==> src/rtl/add64_sequencer_if.sv <==
// -----------------------------------------------------------------------------
// add64_sequencer_if
// Handshake and data bundle for add64_sequencer.
//   in_valid / in_ready   : operand-set handshake (a, b, sub, c_in)
//   out_valid / out_ready : result handshake (sum, c_out, ovf)
//   busy                  : sequencer is not idle
// modport master : the side that offers operands and consumes results
// modport slave  : the sequencer itself
// -----------------------------------------------------------------------------
interface add64_sequencer_if #(
    parameter int NUM_WORDS = 4
);
    localparam int W = 16 * NUM_WORDS;

    logic         in_valid;
    logic         in_ready;
    logic [W-1:0] a;
    logic [W-1:0] b;
    logic         sub;
    logic         c_in;
    logic         out_valid;
    logic         out_ready;
    logic [W-1:0] sum;
    logic         c_out;
    logic         ovf;
    logic         busy;

    modport master (
        output in_valid, a, b, sub, c_in, out_ready,
        input  in_ready, out_valid, sum, c_out, ovf, busy
    );

    modport slave (
        input  in_valid, a, b, sub, c_in, out_ready,
        output in_ready, out_valid, sum, c_out, ovf, busy
    );
endinterface

==> src/rtl/add64_sequencer.sv <==
// -----------------------------------------------------------------------------
// add64_sequencer
// W-bit (W = 16*NUM_WORDS) add/subtract built from a single 16-bit
// carry-lookahead slice that is reused once per 16-bit word, least
// significant word first.
// Ports:
//   clk  : clock, all state changes on the rising edge
//   rst  : synchronous active-low reset
//   bus  : add64_sequencer_if.slave (operand/result handshakes, busy)
// A result appears NUM_WORDS cycles after the accepting edge and is held
// until the consumer raises out_ready.
// -----------------------------------------------------------------------------
module add64_sequencer #(
    parameter int NUM_WORDS = 4
) (
    input  logic               clk,
    input  logic               rst,
    add64_sequencer_if.slave   bus
);
    localparam int W     = 16 * NUM_WORDS;
    localparam int IDX_W = (NUM_WORDS > 1) ? $clog2(NUM_WORDS) : 1;
    localparam logic [IDX_W-1:0] LAST_IDX = IDX_W'(NUM_WORDS - 1);

    typedef enum logic [1:0] {
        IDLE,
        CALC,
        DONE
    } state_t;

    state_t           state;
    logic [IDX_W-1:0] idx;
    logic             carry;
    logic [W-1:0]     a_reg;
    logic [W-1:0]     b_reg;     // b, or ~b for subtraction
    logic [W-1:0]     sum_reg;
    logic             c_out_reg;
    logic             ovf_reg;
    logic             in_ready_reg;
    logic             out_valid_reg;
    logic             busy_reg;

    logic [15:0]      slice_a;
    logic [15:0]      slice_b;
    logic [15:0]      slice_sum;
    logic             slice_co;

    assign slice_a = a_reg[16*idx +: 16];
    assign slice_b = b_reg[16*idx +: 16];

    CLA_16bit_LCU u_slice (
        .x  (slice_a),
        .y  (slice_b),
        .ci (carry),
        .s  (slice_sum),
        .co (slice_co)
    );

    assign bus.in_ready  = in_ready_reg;
    assign bus.out_valid = out_valid_reg;
    assign bus.busy      = busy_reg;
    assign bus.sum       = sum_reg;
    assign bus.c_out     = c_out_reg;
    assign bus.ovf       = ovf_reg;

    // The sub flag itself is not kept: its whole effect is captured by the
    // inverted operand and the forced carry-in, so a - b = a + ~b + 1.
    always_ff @(posedge clk) begin
        if (!rst) begin
            state         <= IDLE;
            idx           <= '0;
            carry         <= 1'b0;
            a_reg         <= '0;
            b_reg         <= '0;
            sum_reg       <= '0;
            c_out_reg     <= 1'b0;
            ovf_reg       <= 1'b0;
            in_ready_reg  <= 1'b1;
            out_valid_reg <= 1'b0;
            busy_reg      <= 1'b0;
        end else begin
            case (state)
                IDLE: begin
                    if (bus.in_valid) begin
                        a_reg        <= bus.a;
                        b_reg        <= bus.sub ? ~bus.b : bus.b;
                        carry        <= bus.sub ? 1'b1 : bus.c_in;
                        idx          <= '0;
                        in_ready_reg <= 1'b0;
                        busy_reg     <= 1'b1;
                        state        <= CALC;
                    end
                end
                CALC: begin
                    sum_reg[16*idx +: 16] <= slice_sum;
                    carry                 <= slice_co;
                    idx                   <= idx + 1'b1;
                    if (idx == LAST_IDX) begin
                        c_out_reg     <= slice_co;
                        // Same-sign operands whose result sign differs.
                        ovf_reg       <= (a_reg[W-1] == b_reg[W-1]) &&
                                         (slice_sum[15] != a_reg[W-1]);
                        out_valid_reg <= 1'b1;
                        idx           <= '0;
                        state         <= DONE;
                    end
                end
                DONE: begin
                    if (bus.out_ready) begin
                        out_valid_reg <= 1'b0;
                        busy_reg      <= 1'b0;
                        in_ready_reg  <= 1'b1;
                        state         <= IDLE;
                    end
                end
                default: begin
                    state         <= IDLE;
                    in_ready_reg  <= 1'b1;
                    out_valid_reg <= 1'b0;
                    busy_reg      <= 1'b0;
                end
            endcase
        end
    end
endmodule

// -----------------------------------------------------------------------------
// CLA_16bit_LCU
// 16-bit adder: four 4-bit groups, each reporting group generate/propagate
// to a lookahead carry unit that produces every group carry-in and the
// carry-out directly from ci.
// Ports: x, y operands; ci carry-in; s sum; co carry-out of bit 15.
// -----------------------------------------------------------------------------
module CLA_16bit_LCU (
    input  logic [15:0] x,
    input  logic [15:0] y,
    input  logic        ci,
    output logic [15:0] s,
    output logic        co
);
    logic [15:0] g;
    logic [15:0] p;
    logic [3:0]  gg;
    logic [3:0]  gp;
    logic [3:0]  gc;
    logic        bc;

    assign g = x & y;
    assign p = x ^ y;

    always_comb begin
        gg = '0;
        gp = '0;
        gc = '0;
        s  = '0;
        bc = 1'b0;
        co = 1'b0;
        for (int k = 0; k < 4; k++) begin
            gp[k] = &p[4*k +: 4];
            gg[k] = g[4*k+3]
                  | (p[4*k+3] & g[4*k+2])
                  | (p[4*k+3] & p[4*k+2] & g[4*k+1])
                  | (p[4*k+3] & p[4*k+2] & p[4*k+1] & g[4*k]);
        end
        // Lookahead carry unit
        gc[0] = ci;
        gc[1] = gg[0] | (gp[0] & ci);
        gc[2] = gg[1] | (gp[1] & gg[0]) | (gp[1] & gp[0] & ci);
        gc[3] = gg[2] | (gp[2] & gg[1]) | (gp[2] & gp[1] & gg[0])
              | (gp[2] & gp[1] & gp[0] & ci);
        co    = gg[3] | (gp[3] & gg[2]) | (gp[3] & gp[2] & gg[1])
              | (gp[3] & gp[2] & gp[1] & gg[0])
              | (gp[3] & gp[2] & gp[1] & gp[0] & ci);
        // Bit carries inside each group start from the group carry-in
        for (int k = 0; k < 4; k++) begin
            bc = gc[k];
            for (int i = 0; i < 4; i++) begin
                s[4*k+i] = p[4*k+i] ^ bc;
                bc       = g[4*k+i] | (p[4*k+i] & bc);
            end
        end
    end
endmodule

==> src/flat_wrapper.sv <==
// flat-port wrapper written by rule: the top's interface ports become plain ports
module add64_sequencer_flat 
#(
    parameter int NUM_WORDS = 4
)
  (clk, rst, bus_in_valid, bus_a, bus_b, bus_sub, bus_c_in, bus_out_ready, bus_in_ready, bus_out_valid, bus_sum, bus_c_out, bus_ovf, bus_busy);
  add64_sequencer_if #(.NUM_WORDS(NUM_WORDS)) bus_i ();
  input  logic clk;
  input  logic rst;
  input wire logic [$bits(bus_i.in_valid)-1:0] bus_in_valid;
  input wire logic [$bits(bus_i.a)-1:0] bus_a;
  input wire logic [$bits(bus_i.b)-1:0] bus_b;
  input wire logic [$bits(bus_i.sub)-1:0] bus_sub;
  input wire logic [$bits(bus_i.c_in)-1:0] bus_c_in;
  input wire logic [$bits(bus_i.out_ready)-1:0] bus_out_ready;
  output wire logic [$bits(bus_i.in_ready)-1:0] bus_in_ready;
  output wire logic [$bits(bus_i.out_valid)-1:0] bus_out_valid;
  output wire logic [$bits(bus_i.sum)-1:0] bus_sum;
  output wire logic [$bits(bus_i.c_out)-1:0] bus_c_out;
  output wire logic [$bits(bus_i.ovf)-1:0] bus_ovf;
  output wire logic [$bits(bus_i.busy)-1:0] bus_busy;
  assign bus_i.in_valid = bus_in_valid;
  assign bus_i.a = bus_a;
  assign bus_i.b = bus_b;
  assign bus_i.sub = bus_sub;
  assign bus_i.c_in = bus_c_in;
  assign bus_i.out_ready = bus_out_ready;
  assign bus_in_ready = bus_i.in_ready;
  assign bus_out_valid = bus_i.out_valid;
  assign bus_sum = bus_i.sum;
  assign bus_c_out = bus_i.c_out;
  assign bus_ovf = bus_i.ovf;
  assign bus_busy = bus_i.busy;
  add64_sequencer #(.NUM_WORDS(NUM_WORDS)) u_core (.clk(clk), .rst(rst), .bus(bus_i));
endmodule
==> config.mk <==
export PLATFORM = sky130hd
export DESIGN_NAME = add64_sequencer_flat
export DESIGN_NICKNAME = d
export VERILOG_FILES = /design/src/rtl/add64_sequencer_if.sv /design/src/rtl/add64_sequencer.sv /design/src/flat_wrapper.sv
export SDC_FILE = /design/constraint.sdc
export NUM_CORES = 1
export LEC_CHECK = 0
export BUFFER_PORTS_ARGS = -buffer_cell sky130_fd_sc_hd__buf_2
export CORE_MARGIN = 2
export CORE_UTILIZATION = 47
export CTS_CLUSTER_SIZE = 16
export DETAILED_ROUTE_END_ITERATION = 16
export GPL_TIMING_DRIVEN = 0
export PLACE_DENSITY = 0.73
export REMOVE_ABC_BUFFERS = 1
export SLEW_MARGIN = 20
export SYNTH_ARGS = -nofsm -noshare
export SYNTH_HDL_FRONTEND = slang
export SYNTH_HIERARCHICAL = 1
export SYNTH_SLANG_ARGS = --single-unit
==> constraint.sdc <==
create_clock -name clk -period 5.55 [get_ports clk]
set_input_delay 0 -clock clk [delete_from_list [all_inputs] [get_ports clk]]
set_output_delay 0 -clock clk [all_outputs]
set_load 0.05 [all_outputs]
==> results.tsv, run 1 <==
stage	metric	value	unit
synth	ranking of synthesized cells by area	dfxtp_1 (44%), mux4_2 (7.9%), nand2_1 (7.5%)	
floorplan	core area	18830	um2
finish	cell area after layout	12680	um2
timing	post-route setup slack	1.068	ns
synth	Synth top cells by count	dfxtp_1 (202), nand2_1 (182), nor2_1 (73)	
synth	post-synth top area cell	dfxtp_1	
clocking	TritonCTS clock tree	done	
hold_path	hold depth	3	
global_route	global-route wire length before repair	42140	um
synth	Most used DFF post-synth	dfxtp_1	
timing	setup violators final	0	
worst_setup_path	worst path arrival time	4.88	ns
synth	top-area cell type share of the netlist area	44.40	%
floorplan	initial core utilization	48.37	%
global_route	number of global-route vias before repair	8324	
power	pwr dens	297.3	nW/um2
synth	Yosys reg bits	202	
routing	total number of vias	8132	
floorplan	Die Ht	143.2	um
timing	Slew Viols, Final	0	
clocking	root buffer cell	clkbuf_16	
routing	final wirelength	26500	um
clocking	number of buffers created by CTS	21	
worst_setup_path	reg2reg start	u_core/idx[1]	
placement	PortBufs	202	
timing	fmax	223.1	MHz
synth	cell with the most instances after synthesis	dfxtp_1	
placement	DP Area	10270	um2
timing	clk_skew	0.01186	ns
worst_setup_path	Required @ worst endpoint	5.94	ns
power	VDD IR max	0.2081	mV
floorplan	num rows	50	
floorplan	die area	20510	um2
worst_setup_path	startpoint types	flop	
clocking	htree depth	1	
floorplan	Die X	143.2	um
finish	Area Overhead vs Synth	39.20	%
worst_setup_path	critical path peak fanout	37	
worst_setup_path	flop2flop setup slack	1.07	ns
hold_path	hold crit path type	in2reg	
global_route	largest net degree at the start of global routing	76	
timing	Final Critical Period	4.482	ns
clocking	Clock Tree Buf Depth	3	
synth	Seq/Total Area, Yosys	44.40	%
power	cell leakage power	0.005336	uW
finish	Finished Layout Cells	1536	
timing	worst slew pin tran	0.8539	ns
floorplan	# IOs	203	
finish	multi-input logic area	4582	um2
synth	Synth cell types	49	
placement	Placed Cells	1333	
routing	initial drt markers	471	
worst_setup_path	reg2reg end	u_core/bus.ovf	
timing	Slew headroom	43.08	%
routing	post-route ant nets	0	
routing	post-DR vias/cell	5.294	
placement	pre-CTS WS	1.093	ns
routing	Routed wire per std cell	17.26	um
worst_setup_path	WS Path Type	reg2reg	
hold_path	hold path startpoint	bus_sub	
synth	Post-Syn Area per Cell	9.741	um2
worst_setup_path	crit path capture type	flop	
timing	fin crit share	80.76	%
global_route	GRT Total Usage	25.72	%
synth	Gate Count Post-Synth	935	
synth	yosys warns	6	
routing	# DRC	0	
global_route	initial antenna violation count	3	
routing	First-pass DRT Iterations	5	
clocking	Clock transition at path regs	0.06	ns
global_route	grt total ovfl	0	
worst_setup_path	cell count of the worst reg-to-reg path	12	
timing	final hold vios	0	
status	status	completed	
timing	RSZ-0062 raised after global routing	false	
finish	Layout Nets	1427	
hold_path	Hold EP	u_core/b_reg[23]	
finish	FF+latch area	4051	um2
finish	Fillers	1378	
finish	share of cells above drive strength 1	23.51	%
synth	Post-Syn Area	9107	um2
synth	asr flop ratio synth	0	%
synth	number of synthesized flops with an enable pin	0	
placement	Routability Congestion	0.7829	
clocking	Clock Latency Late Sink	0.48	ns
job	Max Cap Viol	0	
placement	DPL Wire Length	15360	um
clocking	clk sinks	202	
[cell usage in the layout (no fill, tap or decap), types with 3 or more instances in the layout]
| cell type | netlist | layout |
|---|---|---|
| inv_1 | 17 | 16 |
| nor2b_1 | 5 | 5 |
| mux4_2 | 32 | 32 |
| a211oi_1 | 65 | 65 |
| xnor2_1 | 66 | 66 |
| diode_2 | 0 | 4 |
| buf_6 | 7 | 6 |
| nand2b_1 | 3 | 3 |
| a22o_1 | 32 | 32 |
| bufinv_16 | 0 | 4 |
| ha_1 | 22 | 22 |
| dfxtp_1 | 202 | 200 |
| o22ai_1 | 32 | 32 |
| dlygate4sd3_1 | 0 | 163 |
| clkbuf_16 | 0 | 21 |
| fa_1 | 12 | 12 |
| a21oi_1 | 44 | 44 |
| nor2_1 | 73 | 73 |
| buf_2 | 37 | 200 |
| nand2_1 | 182 | 182 |
| clkbuf_8 | 0 | 6 |
| buf_8 | 0 | 4 |
| a21boi_1 | 32 | 32 |
| buf_16 | 0 | 3 |
[routing by layer]
layer | wire [um] | vias to the layer above | global-route usage [%]
met5 | 0 | - | 0
met4 | 1148 | 0 | 12.56
met3 | 1245 | 89 | 3.152
met2 | 13290 | 301 | 44.72
met1 | 10820 | 3822 | 31.55
li1 | - | 3920 | -
[layout make-up]
class	count	area share, %
Antenna cell	4	0.07896
Multi-Input combinational cell	638	36.14
Clock inverter	9	1.214
Timing Repair Buffer	379	22.70
Tap cell	260	2.566
Clock buffer	27	4.797
Sequential cell	202	31.96
Inverter	17	0.5428
[cell families after synthesis]
logic type | synth area share [%]
buffers and inverters | 5.317
AO/OA/AOI/OAI | 17.15
XOR/XNOR | 6.539
flip-flops | 44.40
multiplexers | 7.913
AND/OR/NAND/NOR | 13.02
adder cells (fa/ha/maj) | 5.660
[worst max path at each step]
stage / to / slack, ns / start
4_1_cts: u_core/bus.ovf / 1.04 / u_core/idx[1]
5_1_grt: u_core/bus.ovf / 0.86 / u_core/idx[1]
3_3_place_gp: u_core/carry / -0.87 / u_core/state[1]
6_report: u_core/bus.ovf / 1.07 / u_core/idx[1]
3_5_place_dp: u_core/bus.ovf / 1.09 / u_core/idx[1]
2_1_floorplan: u_core/bus.ovf / 0.84 / u_core/idx[0]
[report_power, final]
part	switching, uW	total (uW)	internal, uW
sequential	51.2	1580	1530
clock	577	1530	957
combinational	341	652	310
total	970	3770	2800
[metrics by stage]
step | utilization [%] | setup TNS (ns) | hold WS (ns) | power [uW]
detailed placement | 54.56 | 0 | 0.2460 | 2154
floorplan | - | 0 | 0.07623 | 1953
CTS | 67.27 | 0 | 0.002217 | 3777
global route | 67.31 | 0 | 0.04917 | 3914
global placement | 53.23 | -84.21 | 0.2401 | 2139
finish | 67.32 | 0 | 0.01549 | 3768
[worst max-delay path: stages, from the launching register on]
cell and delay [ns]:
dfxtp_4 0.79, mux4_2 0.65, ha_1 0.33, a21oi_1 0.23
o21ai_2 0.10, or3b_1 0.18, nand3_2 0.11, fa_1 0.41
fa_1 0.39, fa_1 0.40, xor2_1 0.39, a21oi_1 0.14
a211oi_1 0.25
[what timing repair did]
| item | 4_1_cts | 5_1_grt |
|---|---|---|
| hold buffers | 163 | 0 |
| setup endpoints to repair | 0 | 0 |
| resized for setup | 0 | 0 |
| setup buffers | 0 | 0 |
| endpoints found under the hold margin | 136 | 0 |
(Power assumes the default switching activity.)
==> run 2: changes to the inputs <==
--- a/config.mk
+++ b/config.mk
@@ -11,7 +11,7 @@
 export CTS_CLUSTER_SIZE = 16
 export DETAILED_ROUTE_END_ITERATION = 16
 export GPL_TIMING_DRIVEN = 0
-export PLACE_DENSITY = 0.73
+export PLACE_DENSITY = 0.76
 export REMOVE_ABC_BUFFERS = 1
 export SLEW_MARGIN = 20
 export SYNTH_ARGS = -nofsm -noshare
==> constraint.sdc (replaced) <==
create_clock -name clk -period 3.82 [get_ports clk]
set_input_delay 0 -clock clk [delete_from_list [all_inputs] [get_ports clk]]
set_output_delay 0 -clock clk [all_outputs]
set_load 0.05 [all_outputs]
==> results.tsv, run 2 (synthesis results as in run 1) <==
stage	metric	value	unit	change
status	status	completed		
timing	fin crit share	97.97	%	+17 points
floorplan	num rows	50		unchanged
worst_setup_path	CP most frequent cell	fa_2		
worst_setup_path	worst path arrival time	4.17	ns	-0.71 ns
worst_setup_path	Required @ worst endpoint	4.24	ns	-1.70 ns
clocking	clk sinks	202		unchanged
floorplan	Die X	143.2	um	unchanged
worst_setup_path	crit path capture type	flop		
worst_setup_path	WS Path Type	reg2reg		
finish	Util after Layout	69.83	%	+2.5 points
clocking	number of buffers created by CTS	22		+4.8%
finish	Layout Nets	1450		+1.6%
floorplan	core area	18830	um2	unchanged
worst_setup_path	Top delay family on crit path	adder cells		
worst_setup_path	CP max stage delay	0.58	ns	-0.21 ns
placement	DPL Wire Length	14980	um	-2.5%
clocking	Clock Tree Buf Depth	3		unchanged
timing	worst slew pin tran	0.8406	ns	-0.01328 ns
global_route	number of global-route vias before repair	8758		+5.2%
global_route	largest net degree at the start of global routing	69		-9.2%
timing	Slew Viols, Final	0		unchanged
clocking	TritonCTS clock tree	done		
routing	Routed wire per std cell	18.47	um	+7.0%
worst_setup_path	Worst path slowest cell	mux4_2		
floorplan	Die Ht	143.2	um	unchanged
worst_setup_path	Critical Path, Cell by Cell	buf_12 -> mux4_2 -> ha_1 -> nand2_1 -> nor2_1 -> a211oi_2 -> nand3_2 -> fa_2 -> fa_2 -> fa_2 -> xor2_4 -> a21oi_2 -> a211oi_2		
worst_setup_path	critical path peak fanout	10		-73%
routing	post-route ant nets	0		unchanged
routing	First-pass DRT Iterations	5		unchanged
clocking	htree depth	1		unchanged
finish	share of cells above drive strength 1	27.35	%	+3.8 points
global_route	initial antenna violation count	2		-1
power	pwr dens	433.9	nW/um2	+46%
timing	worst hold slack	0.03852	ns	+0.02303 ns
timing	final hold vios	0		unchanged
floorplan	# IOs	203		unchanged
power	VDD IR max	0.3176	mV	+53%
global_route	grt total ovfl	0		unchanged
global_route	global-route wire length before repair	45100	um	+7.0%
floorplan	initial core utilization	48.37	%	unchanged
timing	fmax	267.2	MHz	+20%
timing	clk_skew	0.01277	ns	+0.0009048 ns
placement	PortBufs	202		unchanged
finish	Fillers	1327		-3.7%
timing	setup violators final	0		unchanged
hold_path	hold crit path type	in2reg		
floorplan	die area	20510	um2	unchanged
routing	# DRC	0		unchanged
worst_setup_path	Buffers & Inverters on Critical Path	1		+1
timing	Slew headroom	43.96	%	+0.89 points
routing	final wirelength	28830	um	+8.8%
finish	commonest cells after routing, fill and taps aside	buf_2 (200), dfxtp_1 (200), nand2_1 (181)		
finish	Area Overhead vs Synth	44.37	%	
clocking	Clock transition at path regs	0.07	ns	about the same
timing	Final Critical Period	3.743	ns	-0.7398 ns
timing	RSZ-0062 raised after global routing	true		
placement	DP Area	10240	um2	-0.29%
finish	cell area after layout	13150	um2	+3.7%
routing	initial drt markers	724		+54%
routing	total number of vias	8480		+4.3%
job	Max Cap Viol	0		unchanged
placement	Routability Congestion	0.7933		+1.3%
routing	post-DR vias/cell	5.432		+2.6%
worst_setup_path	startpoint types	flop		
clocking	root buffer cell	clkbuf_16		
global_route	GRT Total Usage	27.91	%	+2.2 points
clocking	Clock Latency Late Sink	0.50	ns	+0.02 ns
power	cell leakage power	0.005457	uW	+2.3%
run 2: path summary, 6_finish.rpt:
check | start | endpoint | slack, ns | cells after the start
setup reg to reg | u_core/idx[0] | u_core/bus.ovf | 0.08 | 13
setup / recovery | u_core/idx[0] | u_core/bus.ovf | 0.08 | 13
hold reg to reg | u_core/a_reg[36] | u_core/a_reg[36] | 0.45 | 2
hold / removal | bus_sub | u_core/b_reg[52] | 0.04 | 3
run 2: repair_timing:
item | in CTS | in global routing
endpoints found under the setup margin | 37 | 13
hold buffers | 161 | 0
resized for setup | 20 | 14
setup buffers | 20 | 5
gates cloned | 0 | 0
hold endpoints to repair | 136 | 0
pin swaps | 4 | 8
run 2: through the flow:
step / setup WS (ns) / power [uW] / std cells / TNS, ns
2_1_floorplan: -0.8900 / 2837 / 857 / -95.11
4_1_cts: 0.003137 / 5666 / 1553 / 0
6_report: 0.07736 / 5706 / 1561 / 0
3_5_place_dp: -0.7818 / 3119 / 1332 / -11.87
3_3_place_gp: -2.434 / 3103 / 1319 / -368.33
5_1_grt: -0.004271 / 5922 / 1560 / -0.006973
run 2: area by class of cell:
type                       count  area, um2  area share [%]
antenna                        3      7.507         0.05709
clock buffer                  30      651.9           4.958
clock inverter                10      167.7           1.275
inverter                      17      66.31          0.5043
multi-input combinational    638       4786           36.40
sequential                   202       4051           30.81
tap                          260      325.3           2.474
timing repair buffer         401       3093           23.52
run 2: power by group:
group,internal (uW),switching [uW]
logic,504,549
clock network,1480,883
registers,2220,69.4
total,4200,1500
run 2: routing by layer:
layer | up-vias | track usage [%] | wire (um)
li1 | 3961 | - | -
met1 | 4027 | 34.43 | 11620
met2 | 376 | 47.07 | 14110
met3 | 116 | 3.991 | 1566
met4 | 0 | 15.27 | 1532
met5 | - | 0 | 0
run 2: tightest hold or removal path: stages:
cell and delay [ns]:
buf_4 0.23, xnor2_1 0.19, a211oi_1 0.06
==> run 3: changes to the inputs <==
--- a/config.mk
+++ b/config.mk
@@ -12,6 +12,7 @@
 export DETAILED_ROUTE_END_ITERATION = 16
 export GPL_TIMING_DRIVEN = 0
 export PLACE_DENSITY = 0.76
+export RECOVER_POWER = 50
 export REMOVE_ABC_BUFFERS = 1
 export SLEW_MARGIN = 20
 export SYNTH_ARGS = -nofsm -noshare
==> results.tsv, run 3 (synthesis results as in run 1) <==
stage	metric	value	unit	change
global_route	largest net degree at the start of global routing	69		unchanged
worst_setup_path	startpoint types	flop		
global_route	global-route wire length before repair	45100	um	unchanged
finish	Util after Layout	69.02	%	-0.81 points
hold_path	Hold EP	u_core/b_reg[52]		
global_route	initial antenna violation count	2		unchanged
power	internal power	4191	uW	-0.32%
job	Max Cap Viol	0		unchanged
clocking	root buffer cell	clkbuf_16		
hold_path	hold path startpoint	bus_sub		
worst_setup_path	Buffers & Inverters on Critical Path	1		unchanged
timing	RSZ-0062 raised after global routing	true		
clocking	TritonCTS clock tree	done		
power	Power, Total	5687	uW	-0.33%
timing	fmax	266.2	MHz	-0.36%
routing	post-route ant nets	0		unchanged
routing	post-DR vias/cell	5.420		-0.22%
worst_setup_path	WS Path Type	reg2reg		
hold_path	hold crit path type	in2reg		
routing	final wirelength	28910	um	+0.28%
timing	Slew Viols, Final	0		unchanged
worst_setup_path	reg2reg start	u_core/idx[0]		
worst_setup_path	Top delay family on crit path	adder cells		
routing	Routed wire per std cell	18.52	um	+0.28%
worst_setup_path	Critical Path, Cell by Cell	buf_12 -> mux4_2 -> ha_1 -> nand2_1 -> nor2_1 -> a211oi_2 -> nand3_2 -> fa_2 -> fa_2 -> fa_2 -> xor2_4 -> nand3b_1 -> a211oi_2		
floorplan	core area	18830	um2	unchanged
floorplan	Die Ht	143.2	um	unchanged
worst_setup_path	Worst path slowest cell	mux4_2		
floorplan	# IOs	203		unchanged
floorplan	num rows	50		unchanged
floorplan	die area	20510	um2	unchanged
global_route	GRT Total Usage	27.91	%	unchanged
power	combinational power share	18.2	%	-0.3 points
power	pwr dens	437.6	nW/um2	+0.84%
worst_setup_path	reg2reg end	u_core/bus.ovf		
clocking	Clock Tree Buf Depth	3		unchanged
floorplan	Die X	143.2	um	unchanged
power	VDD IR max	0.3168	mV	-0.23%
routing	# DRC	0		unchanged
floorplan	initial core utilization	48.37	%	unchanged
timing	fin crit share	98.33	%	+0.36 points
worst_setup_path	cell count of the worst reg-to-reg path	13		unchanged
status	status	completed		
finish	Area Overhead vs Synth	42.70	%	
finish	commonest non-fill, non-tap cell in the layout	dfxtp_1		
routing	initial drt markers	651		-10%
timing	final hold vios	0		unchanged
timing	post-route setup slack	0.06378	ns	-0.01359 ns
placement	DPL Wire Length	14980	um	unchanged
power	cell leakage power	0.005116	uW	-6.2%
power	clock network fraction of design power	41.4	%	about the same
timing	setup violators final	0		unchanged
global_route	grt total ovfl	0		unchanged
clocking	htree depth	1		unchanged
worst_setup_path	Required @ worst endpoint	4.24	ns	about the same
clocking	number of buffers created by CTS	22		unchanged
power	sequential share of power	40.3	%	about the same
placement	pre-CTS WS	-0.7818	ns	unchanged
clocking	Clock Latency Late Sink	0.50	ns	about the same
hold_path	hold depth	3		unchanged
worst_setup_path	CP max stage delay	0.58	ns	about the same
power	Switch Pwr	1496	uW	-0.36%
routing	First-pass DRT Iterations	5		unchanged
finish	share of cells above drive strength 1	21.49	%	-5.9 points
placement	PortBufs	202		unchanged
power	switching share of power	26.31	%	about the same
timing	clk_skew	0.01254	ns	-0.0002284 ns
worst_setup_path	critical path peak fanout	10		unchanged
worst_setup_path	CP most frequent cell	fa_2		
timing	Slew headroom	37.60	%	-6.4 points
worst_setup_path	worst path arrival time	4.18	ns	about the same
worst_setup_path	crit path capture type	flop		
finish	Layout Nets	1450		unchanged
finish	commonest cells after routing, fill and taps aside	dfxtp_1 (200), nand2_1 (181), dlygate4sd3_1 (161)		
timing	Final Critical Period	3.756	ns	+0.01359 ns
timing	worst slew pin tran	0.9361	ns	+0.09548 ns
clocking	clk sinks	202		unchanged
global_route	number of global-route vias before repair	8758		unchanged
clocking	Clock transition at path regs	0.07	ns	about the same
routing	total number of vias	8461		-0.22%
worst_setup_path	flop2flop setup slack	0.06	ns	about the same
placement	Routability Congestion	0.7933		unchanged
-- run 3: cell types whose count changed in the layout (fill, tap and decap cells not counted), sizes merged --
cell    delta
buf       -76
clkbuf    +76
-- run 3: how the worst max path moves through the flow --
stage          cells after the start            start  slack, ns                  to
2_1_floorplan                     12    u_core/idx[0]      -0.89      u_core/bus.ovf
5_1_grt                           13    u_core/idx[0]     -0.004      u_core/bus.ovf
3_5_place_dp                      12    u_core/idx[0]      -0.78      u_core/bus.ovf
4_1_cts                           13    u_core/idx[0]      0.003  u_core/bus.sum[27]
3_3_place_gp                       3  u_core/state[1]      -2.43     u_core/a_reg[2]
6_report                          13    u_core/idx[0]       0.06      u_core/bus.ovf
-- run 3: area by class of cell --
type                       instances  area [um2]
fill                            1369        5834
multi-input combinational        638        4775
sequential                       202        4051
timing repair buffer             401        2952
clock buffer                      30       651.9
tap                              260       325.3
clock inverter                    10       167.7
inverter                          17       66.31
antenna                            3       7.507
-- run 3: worst reg2reg max path: stages, from the launching register on --
cell,delay (ns)
dfxtp_4,0.37
buf_12,0.15
mux4_2,0.59
ha_1,0.33
nand2_1,0.12
nor2_1,0.08
a211oi_2,0.21
nand3_2,0.14
fa_2,0.37
fa_2,0.35
fa_2,0.40
xor2_4,0.20
nand3b_1,0.19
a211oi_2,0.18
-- run 3: per-stage QoR --
step                      setup TNS, ns  hold WS [ns]  cell area [um2]  std cells
after detailed placement         -11.87        0.2494            10240       1332
after CTS                             0     0.0007797            13030       1553
after global placement          -368.33        0.2403            10020       1319
after floorplan                  -95.11       0.07623             8687        857
final                                 0       0.03325            13000       1561
after global routing          -0.008623       0.05473            12990       1560
-- run 3: per-layer routing --
layer	up-vias	global-route usage [%]	share of wire (%)	routed length (um)
met5	-	0	0	0
met4	0	15.27	5.3	1526
met3	113	3.991	5.5	1592
met2	392	47.07	49	14100
met1	3993	34.43	40	11690
li1	3963	-	-	-
-- run 3: power by group through the flow --
stage	Clock (uW)	Combinational, uW	Sequential (uW)
6_report	2360	1040	2290
5_1_grt	2480	1120	2300
4_1_cts	2390	987	2290
3_5_place_dp	0	766	2350
3_3_place_gp	0	753	2350
2_1_floorplan	0	466	2370
-- run 3: timing repair --
item / in CTS / in global routing
resized for setup: 20 / 14
buffers inserted: 20 / 5
hold buffers: 161 / 0
pin swaps: 4 / 8
hold endpoints to repair: 136 / 0
setup endpoints to repair: 37 / 13
